--- config.mk ---
export PLATFORM = sky130hd
export DESIGN_NAME = qar_alarm_sched
export DESIGN_NICKNAME = d
export VERILOG_FILES = /design/src/rtl/qar_timer_pkg.sv /design/src/rtl/qar_alarm_minsel.sv /design/src/rtl/qar_alarm_sched.sv
export SDC_FILE = /design/constraint.sdc
export NUM_CORES = 1
export LEC_CHECK = 0
export CAP_MARGIN = 20
export CORE_AREA = 2 2 171 173
export CTS_CLUSTER_SIZE = 8
export DETAILED_ROUTE_END_ITERATION = 12
export DIE_AREA = 0 0 173 175
export PLACE_DENSITY_LB_ADDON = 0.2
export SYNTH_ARGS = -nofsm -noshare
export SYNTH_HDL_FRONTEND = slang
export SYNTH_SLANG_ARGS = --single-unit
--- constraint.sdc ---
create_clock -name clk -period 13.7 [get_ports clk]
set_input_delay 2.055 -clock clk [delete_from_list [all_inputs] [get_ports clk]]
set_output_delay 2.055 -clock clk [all_outputs]
set_load 0.01 [all_outputs]
--- src/rtl/qar_timer_pkg.sv ---
// Shared definitions for the alarm scheduler and its timer-side interface.
//   - timer register word addresses (COUNTER, STATUS, CMP0)
//   - scheduler slave register word addresses
//   - scheduler FSM state encoding
//   - wrap_ge(): modular "a is at or after b" test used for all deadline math
package qar_timer_pkg;

    localparam logic [5:0] TMR_COUNTER_WORD = 6'h2;
    localparam logic [5:0] TMR_STATUS_WORD  = 6'h3;
    localparam logic [5:0] TMR_CMP_WORD     = 6'h5;

    localparam logic [5:0] REG_CTRL    = 6'd0;
    localparam logic [5:0] REG_EXPIRED = 6'd1;
    localparam logic [5:0] REG_IRQ_EN  = 6'd2;
    localparam logic [5:0] REG_ARMED   = 6'd3;
    localparam logic [5:0] REG_ACTIVE  = 6'd4;
    localparam logic [5:0] REG_DL_BASE = 6'd8;

    typedef enum logic [2:0] {
        ST_IDLE,
        ST_RD_CNT,
        ST_SCAN,
        ST_WR_CMP,
        ST_CLR,
        ST_VERIFY,
        ST_WAIT,
        ST_DIS
    } sched_state_t;

    // True when a is at or past b on the 32-bit modular timeline
    // (valid while the two lie within 2^31 ticks of each other).
    function automatic logic wrap_ge(input logic [31:0] a, input logic [31:0] b);
        logic [31:0] diff;
        diff = a - b;
        return ~diff[31];
    endfunction

endpackage

--- src/rtl/qar_alarm_minsel.sv ---
// Sequential minimum-distance tracker. Cleared by start, then fed one
// candidate slot per cycle; keeps the slot with the smallest distance.
// Slots arrive in ascending index order and only a strictly smaller distance
// replaces the current best, so ties resolve to the lowest index.
// Ports:
//   clk, rst_n                  clock, async active-low reset
//   start                       forget the current best
//   slot_valid/idx/dl/dist      candidate presented this cycle
//   best_valid/idx/dl           current winner
module qar_alarm_minsel #(
    parameter int unsigned IDX_W = 2
) (
    input  logic             clk,
    input  logic             rst_n,
    input  logic             start,
    input  logic             slot_valid,
    input  logic [IDX_W-1:0] slot_idx,
    input  logic [31:0]      slot_dl,
    input  logic [31:0]      slot_dist,
    output logic             best_valid,
    output logic [IDX_W-1:0] best_idx,
    output logic [31:0]      best_dl
);

    logic             best_valid_reg;
    logic [IDX_W-1:0] best_idx_reg;
    logic [31:0]      best_dl_reg;
    logic [31:0]      best_dist_reg;
    logic             take;

    assign take = slot_valid && (!best_valid_reg || (slot_dist < best_dist_reg));

    always_ff @(posedge clk or negedge rst_n) begin
        if (!rst_n) begin
            best_valid_reg <= 1'b0;
            best_idx_reg   <= '0;
            best_dl_reg    <= '0;
            best_dist_reg  <= '0;
        end else if (start) begin
            best_valid_reg <= 1'b0;
        end else if (take) begin
            best_valid_reg <= 1'b1;
            best_idx_reg   <= slot_idx;
            best_dl_reg    <= slot_dl;
            best_dist_reg  <= slot_dist;
        end
    end

    assign best_valid = best_valid_reg;
    assign best_idx   = best_idx_reg;
    assign best_dl    = best_dl_reg;

endmodule

--- src/rtl/qar_alarm_sched.sv ---
// Alarm scheduler: multiplexes N_ALARMS software alarms onto timer CMP0.
// Keeps absolute deadlines, programs CMP0 with the nearest armed one, polls
// the timer compare-hit status, marks expired alarms and raises irq.
// Ports:
//   clk, rst_n                        clock, async active-low reset
//   bus_write/bus_read/addr_word/wdata/rdata   CPU slave port
//   tmr_write/tmr_read/tmr_addr_word/tmr_wdata/tmr_rdata   master port into timer
//   irq                               |(expired & irq_en)
module qar_alarm_sched #(
    parameter int unsigned N_ALARMS         = 4,
    parameter logic [5:0]  TMR_COUNTER_ADDR = qar_timer_pkg::TMR_COUNTER_WORD,
    parameter logic [5:0]  TMR_STATUS_ADDR  = qar_timer_pkg::TMR_STATUS_WORD,
    parameter logic [5:0]  TMR_CMP_ADDR     = qar_timer_pkg::TMR_CMP_WORD
) (
    input  logic        clk,
    input  logic        rst_n,
    input  logic        bus_write,
    input  logic        bus_read,
    input  logic [5:0]  addr_word,
    input  logic [31:0] wdata,
    output logic [31:0] rdata,
    output logic        tmr_write,
    output logic        tmr_read,
    output logic [5:0]  tmr_addr_word,
    output logic [31:0] tmr_wdata,
    input  logic [31:0] tmr_rdata,
    output logic        irq
);
    import qar_timer_pkg::*;

    localparam int unsigned IDX_W = (N_ALARMS > 1) ? $clog2(N_ALARMS) : 1;

    sched_state_t         state_reg, state_next;
    logic                 enable_reg;
    logic [N_ALARMS-1:0]  expired_reg, expired_next;
    logic [N_ALARMS-1:0]  irq_en_reg;
    logic [N_ALARMS-1:0]  armed_reg, armed_next;
    logic [2:0]           active_idx_reg;
    logic                 active_valid_reg;
    logic                 resched_reg, resched_next;
    logic [31:0]          dl_reg [N_ALARMS];
    logic [IDX_W-1:0]     scan_idx_reg;
    logic [31:0]          now_reg;

    // Slave decode
    logic wr_ctrl, wr_expired, wr_irq_en, wr_armed;
    logic [N_ALARMS-1:0] dl_sel, dl_wr, scan_expire_vec;

    assign wr_ctrl    = bus_write && (addr_word == REG_CTRL);
    assign wr_expired = bus_write && (addr_word == REG_EXPIRED);
    assign wr_irq_en  = bus_write && (addr_word == REG_IRQ_EN);
    assign wr_armed   = bus_write && (addr_word == REG_ARMED);

    // Scan of the slot selected by scan_idx_reg
    logic [31:0] scan_dl, scan_dist;
    logic        scan_hit, scan_expire, scan_cand;

    assign scan_dl   = dl_reg[scan_idx_reg];
    assign scan_dist = scan_dl - now_reg;
    // A CPU write to the slot being scanned takes precedence: the stale
    // deadline neither expires nor competes, and the write forces a rescan.
    assign scan_hit    = (state_reg == ST_SCAN) && armed_reg[scan_idx_reg] && !dl_wr[scan_idx_reg];
    assign scan_expire = scan_hit && wrap_ge(now_reg, scan_dl);
    assign scan_cand   = scan_hit && !wrap_ge(now_reg, scan_dl);

    for (genvar gi = 0; gi < N_ALARMS; gi++) begin : g_slot
        localparam logic [5:0] DL_ADDR = 6'(REG_DL_BASE + gi);
        assign dl_sel[gi]          = (addr_word == DL_ADDR);
        assign dl_wr[gi]           = bus_write && dl_sel[gi];
        assign scan_expire_vec[gi] = scan_expire && (scan_idx_reg == IDX_W'(gi));
        assign armed_next[gi]      = dl_wr[gi] ||
                                     (armed_reg[gi] && !scan_expire_vec[gi] && !(wr_armed && wdata[gi]));
        // Expiry set wins over a simultaneous W1C.
        assign expired_next[gi]    = scan_expire_vec[gi] ||
                                     (expired_reg[gi] && !(wr_expired && wdata[gi]));
    end

    // Min-distance tracker
    logic             best_valid;
    logic [IDX_W-1:0] best_idx;
    logic [31:0]      best_dl;

    qar_alarm_minsel #(.IDX_W(IDX_W)) u_minsel (
        .clk        (clk),
        .rst_n      (rst_n),
        .start      (state_reg == ST_RD_CNT),
        .slot_valid (scan_cand),
        .slot_idx   (scan_idx_reg),
        .slot_dl    (scan_dl),
        .slot_dist  (scan_dist),
        .best_valid (best_valid),
        .best_idx   (best_idx),
        .best_dl    (best_dl)
    );

    // Deadline missed while CMP0 was being programmed: $signed(counter-best) > 0
    logic [31:0] verify_diff;
    logic        verify_late;
    assign verify_diff = tmr_rdata - best_dl;
    assign verify_late = !verify_diff[31] && (verify_diff != 32'd0);

    always_comb begin
        state_next    = state_reg;
        tmr_write     = 1'b0;
        tmr_read      = 1'b0;
        tmr_addr_word = 6'd0;
        tmr_wdata     = 32'd0;
        case (state_reg)
            ST_IDLE: begin
                if (enable_reg && resched_reg) state_next = ST_RD_CNT;
            end
            ST_RD_CNT: begin
                tmr_read      = 1'b1;
                tmr_addr_word = TMR_COUNTER_ADDR;
                state_next    = ST_SCAN;
            end
            ST_SCAN: begin
                if (scan_idx_reg == IDX_W'(N_ALARMS - 1))
                    state_next = (best_valid || scan_cand) ? ST_WR_CMP : ST_DIS;
            end
            ST_WR_CMP: begin
                tmr_write     = 1'b1;
                tmr_addr_word = TMR_CMP_ADDR;
                tmr_wdata     = best_dl;
                state_next    = ST_CLR;
            end
            ST_CLR: begin
                tmr_write     = 1'b1;
                tmr_addr_word = TMR_STATUS_ADDR;
                tmr_wdata     = 32'd1;
                state_next    = ST_VERIFY;
            end
            ST_VERIFY: begin
                tmr_read      = 1'b1;
                tmr_addr_word = TMR_COUNTER_ADDR;
                state_next    = verify_late ? ST_RD_CNT : ST_WAIT;
            end
            ST_WAIT: begin
                tmr_read      = 1'b1;
                tmr_addr_word = TMR_STATUS_ADDR;
                if (tmr_rdata[0] || resched_reg) state_next = ST_RD_CNT;
            end
            ST_DIS: begin
                tmr_write     = 1'b1;
                tmr_addr_word = TMR_CMP_ADDR;
                tmr_wdata     = 32'd0;
                state_next    = ST_IDLE;
            end
            default: state_next = ST_IDLE;
        endcase
        // Disabling overrides any sequence in flight; this cycle's bus op still issues.
        if (!enable_reg && (state_reg != ST_IDLE) && (state_reg != ST_DIS))
            state_next = ST_DIS;
    end

    // A new request arriving on the same edge we start a scan is kept, so it
    // cannot be lost; at worst it costs one extra rescan.
    assign resched_next = (|dl_wr) || wr_armed || (wr_ctrl && wdata[0] && !enable_reg) ||
                          (resched_reg && (state_next != ST_RD_CNT));

    always_ff @(posedge clk or negedge rst_n) begin
        if (!rst_n) begin
            state_reg        <= ST_IDLE;
            enable_reg       <= 1'b0;
            expired_reg      <= '0;
            irq_en_reg       <= '0;
            armed_reg        <= '0;
            active_idx_reg   <= 3'd0;
            active_valid_reg <= 1'b0;
            resched_reg      <= 1'b0;
            scan_idx_reg     <= '0;
            now_reg          <= 32'd0;
            for (int i = 0; i < N_ALARMS; i++) dl_reg[i] <= 32'd0;
        end else begin
            state_reg   <= state_next;
            expired_reg <= expired_next;
            armed_reg   <= armed_next;
            resched_reg <= resched_next;
            if (wr_ctrl)   enable_reg <= wdata[0];
            if (wr_irq_en) irq_en_reg <= wdata[N_ALARMS-1:0];
            // CMP0 == 0 disables the timer compare, so a zero deadline becomes 1.
            for (int i = 0; i < N_ALARMS; i++)
                if (dl_wr[i]) dl_reg[i] <= (wdata == 32'd0) ? 32'd1 : wdata;
            if (state_reg == ST_RD_CNT) begin
                now_reg      <= tmr_rdata;
                scan_idx_reg <= '0;
            end else if (state_reg == ST_SCAN) begin
                scan_idx_reg <= scan_idx_reg + 1'b1;
            end
            if (state_reg == ST_WR_CMP) begin
                active_idx_reg   <= 3'(best_idx);
                active_valid_reg <= 1'b1;
            end else if (state_reg == ST_DIS) begin
                active_valid_reg <= 1'b0;
            end
        end
    end

    always_comb begin
        rdata = 32'd0;
        if (bus_read) begin
            case (addr_word)
                REG_CTRL:    rdata = {31'd0, enable_reg};
                REG_EXPIRED: rdata = 32'(expired_reg);
                REG_IRQ_EN:  rdata = 32'(irq_en_reg);
                REG_ARMED:   rdata = 32'(armed_reg);
                REG_ACTIVE:  rdata = {23'd0, active_valid_reg, 5'd0, active_idx_reg};
                default: begin
                    for (int i = 0; i < N_ALARMS; i++)
                        if (dl_sel[i]) rdata = dl_reg[i];
                end
            endcase
        end
    end

    assign irq = |(expired_reg & irq_en_reg);

endmodule
==> out/qor.json, run 1 <==
{
  "outcome": "finished clean",
  "drc_errors": 0,
  "min_setup_slack_post_route_ns": 6.16,
  "initial_antenna_violation_count": 0,
  "largest_register_ffs": 128,
  "drt-initial-drc-count": 1610,
  "setup_tns_ns": 0,
  "dpl_worst_slack_ns": 6.26,
  "total_grt_usage": 0.360,
  "worst_pin_slew_ns": 1.06,
  "hpwl_um": 38400,
  "rsz_0062_raised_after_global_routing": "no",
  "dieWidth_um": 173,
  "fmax_ghz": 0.133,
  "r2r-start": "scan_idx_reg[0]",
  "synth.avg_cell_area_um2": 8.49,
  "final_period_demand_of_the_worst_path_ns": 7.54,
  "grt_pass1_vias": 15900,
  "synthCells": 2049,
  "overflow_left_after_global_routing": 0,
  "floorplan.initialDensity": 0.612,
  "ys.warnings.count": 0,
  "cts_tree": "built",
  "timing.rr.end": "u_minsel.best_dist_reg[28]",
  "port_buffers": 143,
  "post-synth-top-area-cell": "dfrtp_1",
  "power.density_mw_per_mm2": 219,
  "clkTransAtPathRegs_ns": 0.05,
  "min_path_type": "register to register",
  "list_of_most_frequent_post_synthesis_cells": "nand2_1, dfrtp_1, o21ai_0, inv_1, ha_1",
  "number_of_cts_inserted_buffers": 37,
  "cts.path.max_buffers": 3,
  "ctsHoldBuffers": 0,
  "synth.cell_area_mm2": 0.0174,
  "avgRoutedWirePerCell_um": 21.5,
  "max-cap-violations": 0,
  "final_min_period_over_clock_period": 0.550,
  "timing.critical_path.slowest_stage_cell": "buf_4",
  "dr_total_vias": 15900,
  "layout_area_growth_over_synthesis_pct": 15.1,
  "cpPeakStageDelay_ns": 0.79,
  "grt_start_max_net_pins": 109,
  "worstSetupStartpoint": "scan_idx_reg[0]",
  "synthDistinctLibCells": 83,
  "rrSetupSlack_ns": 6.16,
  "synth-edff-count": 0,
  "worstSetupPathType": "register to register",
  "post_cts_resize_count": 0,
  "detailroute.wirelength.met2_um": 25200,
  "drt_first_pass_iters": 5,
  "required_ns": 14.13,
  "grt_pass1_wl_um": 86500,
  "synth_ff_type": "dfrtp_1",
  "finClkSkew_ns": 0.0180,
  "postRouteWirelength_um": 54400,
  "timing.critical_path.from_type": "register",
  "antennaDiodeCount": 0,
  "die_area_mm2": 0.0303,
  "clock_root_buffer": "clkbuf_16",
  "nNetsFinal": 2345,
  "setup_crit_end": "u_minsel.best_dist_reg[28]",
  "arrival_ns": 7.97,
  "critPathMostFrequentCell": "a21o_1",
  "ys_top_cells_by_area": "dfrtp_1, nand2_1, ha_1, o21ai_0, mux4_2",
  "core-area_mm2": 0.0284,
  "wire_length_the_detailed_router_placed_on_met1_um": 22400,
  "drive_above_1_share": 0.0868,
  "floorplan.die.height_um": 175,
  "layout.cell_area.non_filler_mm2": 0.0200,
  "report.final.setup_viol": 0,
  "relSlewSlack": 0.292,
  "globalplace.congestion": 0.973,
  "ff2ff_path_depth": 28,
  "power.total_uw": 4380,
  "io_pins": 147,
  "clock_latency_reported_for_the_late_side_of_the_worst_skew_pair_ns": 0.52,
  "count_leader_synth": "nand2_1",
  "ys_seq_elements": 249,
  "leakagePower_uw": 0.00943,
  "htree_levels": 2,
  "post-route-util": 0.705,
  "synthDominantCellAreaShare": 0.358,
  "final_hold_viol_count": 0,
  "route.met3.wl_um": 4530,
  "synth_sequential_area_ratio": 0.358,
  "highest_signal_layer_in_the_routed_design": "met4",
  "postCtsSetupRepairBufs": 0,
  "final-max-slew-violation-count": 0,
  "drt.antenna.violating_nets": 0,
  "synth_async_sr_flop_share": 1.00,
  "vdd_ir_drop_max_v": 0.000126,
  "worst-path-max-fanout": 108,
  "core.rowCount": 62,
  "placement.cell_area_mm2": 0.0190,
  "detail_route.vias_per_cell": 6.30,
  "end_kind": "register",
  "cts.sinks": 249
}
-- where the power goes --
part | internal (µW) | leakage (µW) | switching (µW) | total, µW
logic | 991 | 0.00582 | 1500 | 2500
clock network | 495 | 0.000484 | 318 | 813
registers | 944 | 0.00312 | 130 | 1070
-- stage by stage --
step           std cells  hold WS [ns]
2_1_floorplan       2051         0.451
3_3_place_gp        2485         0.471
3_5_place_dp        2486         0.474
4_1_cts             2528         0.486
5_1_grt             2528         0.514
6_report            2528         0.484
-- how the worst min path moves through the flow --
stage	start	to	slack, ns	cells after the start
global placement	active_valid_reg	active_valid_reg	0.47	1
detailed placement	active_valid_reg	active_valid_reg	0.47	1
CTS	active_valid_reg	active_valid_reg	0.49	1
floorplan	active_valid_reg	active_valid_reg	0.45	1
global route	active_valid_reg	active_valid_reg	0.51	1
finish	active_valid_reg	active_valid_reg	0.48	1
-- worst max-delay path, delay by kind of cell, from the launching register on --
kind                     cells  cell delay [ns]
multiplexers                 1             0.62
adder cells (fa/ha/maj)      3             0.75
AND/OR/NAND/NOR              5             1.09
AO/OA/AOI/OAI               14             2.98
buffers and inverters        4             1.52
XOR/XNOR                     1             0.10
flip-flops                   1             0.34
-- cells in the final DEF, fill, tap and decap left out, types with 15 or more instances in the layout --
cell             instances
nand2b_1                24
dfrtp_1                248
ha_1                   128
mux2i_1                 36
mux4_2                  34
buf_4                   17
xor2_1                  16
mux2_2                  57
clkbuf_16               37
nand2_1                476
or3_1                   18
nor2_1                  81
nand4_1                 17
nor2b_1                 16
nand3_1                 28
nor3_1                  50
a31oi_1                 16
xnor2_1                 22
clkdlybuf4s50_1        141
o21ai_0                168
a22oi_1                 33
inv_1                  150
and3_1                  15
a21oi_1                 76
a21o_1                  42
-- logic make-up after synthesis --
family / after synthesis / synth area share
muxes: 127 / 0.102
DFF: 249 / 0.358
xor gates and xnor gates: 38 / 0.0191
other: 1 / 0.000216
AOI/OAI and AO/OA: 462 / 0.169
adders and majority gates: 130 / 0.0944
buffers and inverters: 263 / 0.0597
and+or+nand+nor: 779 / 0.197
-- metal layers --
| layer | vias up | global-route usage |
|---|---|---|
| met3 | 153 | 0.0524 |
| met1 | 7644 | 0.486 |
| met2 | 840 | 0.583 |
| li1 | 7284 | - |
| met5 | - | 0 |
| met4 | 0 | 0.153 |
-- cell type report --
type                       instances  area (µm²)
fill                            2200        8390
inverter                         153         574
clock buffer                      38         930
timing repair buffer             161        1590
tap                              384         480
sequential                       249        6230
clock inverter                     4        52.6
multi-input combinational       1539       10200
(Power assumes the default switching activity.)
==> run 2, diff against run 1 <==
CORE_AREA = 2 2 174 176   (was 2 2 171 173)
DIE_AREA = 0 0 176 178   (was 0 0 173 175)
clock period = 7 ns   (was 13.7 ns; I/O delays follow)
==> run 2 against run 1 <==
Core utilization is 2.3 points lower. Critical endpoint is now u_minsel.best_dist_reg[21]. Fmax up 16%. Non-clock buffer count rose by 5. Sequential power increased by 99%. Largest cell class unchanged.
==> out/qor.json, run 2 (same netlist as run 1, synthesis figures left out) <==
{
  "outcome": "finished clean",
  "overflow_left_after_global_routing": {"value": 0, "change": "unchanged"},
  "worstSetupPathType": "register to register",
  "core-area": {"value": 0.0294, "unit": "mm²", "change": "+3.6%"},
  "power.density": {"value": 425, "unit": "mW/mm²", "change": "+94%"},
  "required": {"value": 7.38, "unit": "ns", "change": "-6.75 ns"},
  "rsz_0062_raised_after_global_routing": "no",
  "pwr-share-comb": {"value": 0.569, "change": "about the same"},
  "htree_levels": {"value": 2, "change": "unchanged"},
  "detail_route.vias_per_cell": {"value": 6.30, "change": "+0.11%"},
  "drt-initial-drc-count": {"value": 1546, "change": "-4.0%"},
  "postRouteWirelength": {"value": 54700, "unit": "µm", "change": "+0.67%"},
  "sequential_cell_fraction_of_total_power": {"value": 0.251, "change": "+0.006"},
  "total_grt_usage": {"value": 0.351, "change": "-0.00830"},
  "worst_pin_slew": {"value": 1.06, "unit": "ns", "change": "+0.00510 ns"},
  "power_internal": {"value": 4720, "unit": "µW", "change": "+94%"},
  "layout.cells.most_common_list": "nand2_1, dfrtp_1, o21ai_0",
  "timing.critical_path.slowest_stage_cell": "mux4_2",
  "power_switching_share": {"value": 0.446, "change": "about the same"},
  "report.final.setup_viol": {"value": 0, "change": "unchanged"},
  "nNetsFinal": {"value": 2350, "change": "+0.21%"},
  "grt_start_max_net_pins": {"value": 162, "change": "+49%"},
  "dr_total_vias": {"value": 16000, "change": "+0.55%"},
  "min_path_type": "register to register",
  "final-max-slew-violation-count": {"value": 0, "change": "unchanged"},
  "layout_area_growth_over_synthesis_pct": 15.3,
  "vdd_ir_drop_max": {"value": 0.000219, "unit": "V", "change": "+73%"},
  "ff2ff_path_depth": {"value": 26, "change": "-7.1%"},
  "placedCellCount": {"value": 2496, "change": "+0.40%"},
  "grt_pass1_wl": {"value": 85700, "unit": "µm", "change": "-0.95%"},
  "max-cap-violations": {"value": 0, "change": "unchanged"},
  "globalplace.congestion": {"value": 1.02, "change": "+4.7%"},
  "die_area": {"value": 0.0313, "unit": "mm²", "change": "+3.5%"},
  "drc_errors": {"value": 0, "change": "unchanged"},
  "hpwl": {"value": 39200, "unit": "µm", "change": "+2.1%"},
  "timing.critical_path.from_type": "register",
  "critPathBufInv": {"value": 3, "change": "-1"},
  "floorplan.initialDensity": {"value": 0.591, "change": "-0.0210"},
  "end_kind": "register",
  "drt.antenna.violating_nets": {"value": 0, "change": "unchanged"},
  "cts_tree": "built",
  "hp-start": "dl_reg[116]",
  "clock_root_buffer": "clkbuf_16",
  "drt_first_pass_iters": {"value": 5, "change": "unchanged"},
  "number_of_cts_inserted_buffers": {"value": 37, "change": "unchanged"},
  "io_pins": {"value": 147, "change": "unchanged"},
  "avgRoutedWirePerCell": {"value": 21.5, "unit": "µm", "change": "+0.23%"},
  "leakagePower": {"value": 0.00944, "unit": "µW", "change": "+0.14%"},
  "arrival": {"value": 6.85, "unit": "ns", "change": "-1.12 ns"},
  "initial_antenna_violation_count": {"value": 0, "change": "unchanged"},
  "final_min_period_over_clock_period": {"value": 0.925, "change": "+0.374"},
  "rrSetupSlack": {"value": 0.53, "unit": "ns", "change": "-5.63 ns"},
  "post-route-util": {"value": 0.682, "change": "-0.0231"},
  "dieWidth": {"value": 176, "unit": "µm", "change": "+1.7%"},
  "setup_tns": {"value": 0, "unit": "ns", "change": "unchanged"},
  "end_point_of_the_worst_hold_path": "dl_reg[116]",
  "final_period_demand_of_the_worst_path": {"value": 6.47, "unit": "ns", "change": "-1.07 ns"},
  "postCtsSetupRepairBufs": {"value": 0, "change": "unchanged"},
  "clock_latency_reported_for_the_late_side_of_the_worst_skew_pair": {"value": 0.51, "unit": "ns", "change": "about the same"},
  "cts.path.max_buffers": {"value": 3, "change": "unchanged"},
  "total_switching_power": {"value": 3800, "unit": "µW", "change": "+94%"},
  "finClkSkew": {"value": 0.0136, "unit": "ns", "change": "-0.00447 ns"},
  "clkTransAtPathRegs": {"value": 0.05, "unit": "ns", "change": "about the same"},
  "final_cell_count_no_fill": {"value": 2539, "change": "+0.44%"},
  "worst-path-max-fanout": {"value": 28, "change": "-74%"},
  "largest_register_ffs": {"value": 128, "change": "unchanged"},
  "critPathMostFrequentCell": "a21o_1",
  "antennaDiodeCount": {"value": 0, "change": "unchanged"},
  "hold_depth": {"value": 2, "change": "+1"},
  "cpPeakStageDelay": {"value": 0.60, "unit": "ns", "change": "-0.19 ns"},
  "drive_above_1_share": {"value": 0.0884, "change": "+0.00166"},
  "clock_power_share": {"value": 0.181, "change": "-0.005"},
  "grt_pass1_vias": {"value": 15700, "change": "-1.4%"},
  "fmax": {"value": 0.154, "unit": "GHz", "change": "+16%"},
  "power.total": {"value": 8520, "unit": "µW", "change": "+94%"},
  "most_common_cell_after_layout_fill_and_taps_aside": "nand2_1",
  "final_hold_viol_count": {"value": 0, "change": "unchanged"},
  "r2r-start": "scan_idx_reg[0]",
  "floorplan.die.height": {"value": 178, "unit": "µm", "change": "+1.7%"},
  "core.rowCount": {"value": 63, "change": "+1.6%"},
  "port_buffers": {"value": 143, "change": "unchanged"},
  "timing.rr.end": "u_minsel.best_dist_reg[21]",
  "worst_path_dominant_cell_family": "compound AO/OA/AOI/OAI gates",
  "cts.sinks": {"value": 249, "change": "unchanged"},
  "relSlewSlack": {"value": 0.281, "change": "-0.0116"}
}
[run 2: worst max path at each step]
stage,startpoint,end,depth (start not counted)
detailed placement,scan_idx_reg[0],u_minsel.best_dist_reg[0],20
CTS,scan_idx_reg[0],u_minsel.best_dist_reg[21],20
global placement,scan_idx_reg[0],u_minsel.best_dist_reg[31],20
floorplan,scan_idx_reg[0],u_minsel.best_dist_reg[21],26
global route,scan_idx_reg[0],u_minsel.best_dist_reg[21],26
finish,scan_idx_reg[0],u_minsel.best_dist_reg[21],26
[run 2: power groups by stage]
stage               clock network (µW)  registers (µW)  logic [µW]
floorplan                            0            2020        3410
global placement                     0            2130        4630
detailed placement                   0            2140        4720
CTS                               1560            2130        4760
global route                      1610            2180        5330
finish                            1540            2130        4840
[run 2: layout make-up]
type                       count  area [µm²]
timing repair buffer         166        1640
clock buffer                  39         933
sequential                   249        6230
inverter                     153         574
tap                          390         488
fill                        2352        9360
clock inverter                 3        26.3
multi-input combinational   1539       10100
[run 2: tightest hold or removal path: stages (launching register included)]
cell     delay, ns
dfrtp_1       0.35
nand2_1       0.05
nand2_1       0.06
[run 2: what timing repair did]
item	CTS	global route
setup endpoints to repair	0	1
hold buffers	0	0
resized for setup	0	1
[run 2: per-layer routing]
metal | part of all wire | up-vias | GRT usage
met2 | 0.47 | 852 | 0.582
li1 | - | 7298 | -
met5 | 0 | - | 0
met4 | 0.045 | 0 | 0.156
met3 | 0.077 | 175 | 0.0452
met1 | 0.41 | 7683 | 0.466
[run 2: stage by stage]
step | hold WS (ns) | area [µm²] | setup slack, ns
2_1_floorplan | 0.451 | 17400 | 0.933
3_3_place_gp | 0.474 | 19100 | 0.704
3_5_place_dp | 0.485 | 19100 | 0.604
4_1_cts | 0.499 | 20000 | 0.590
5_1_grt | 0.524 | 20000 | 0.0255
6_report | 0.498 | 20000 | 0.526
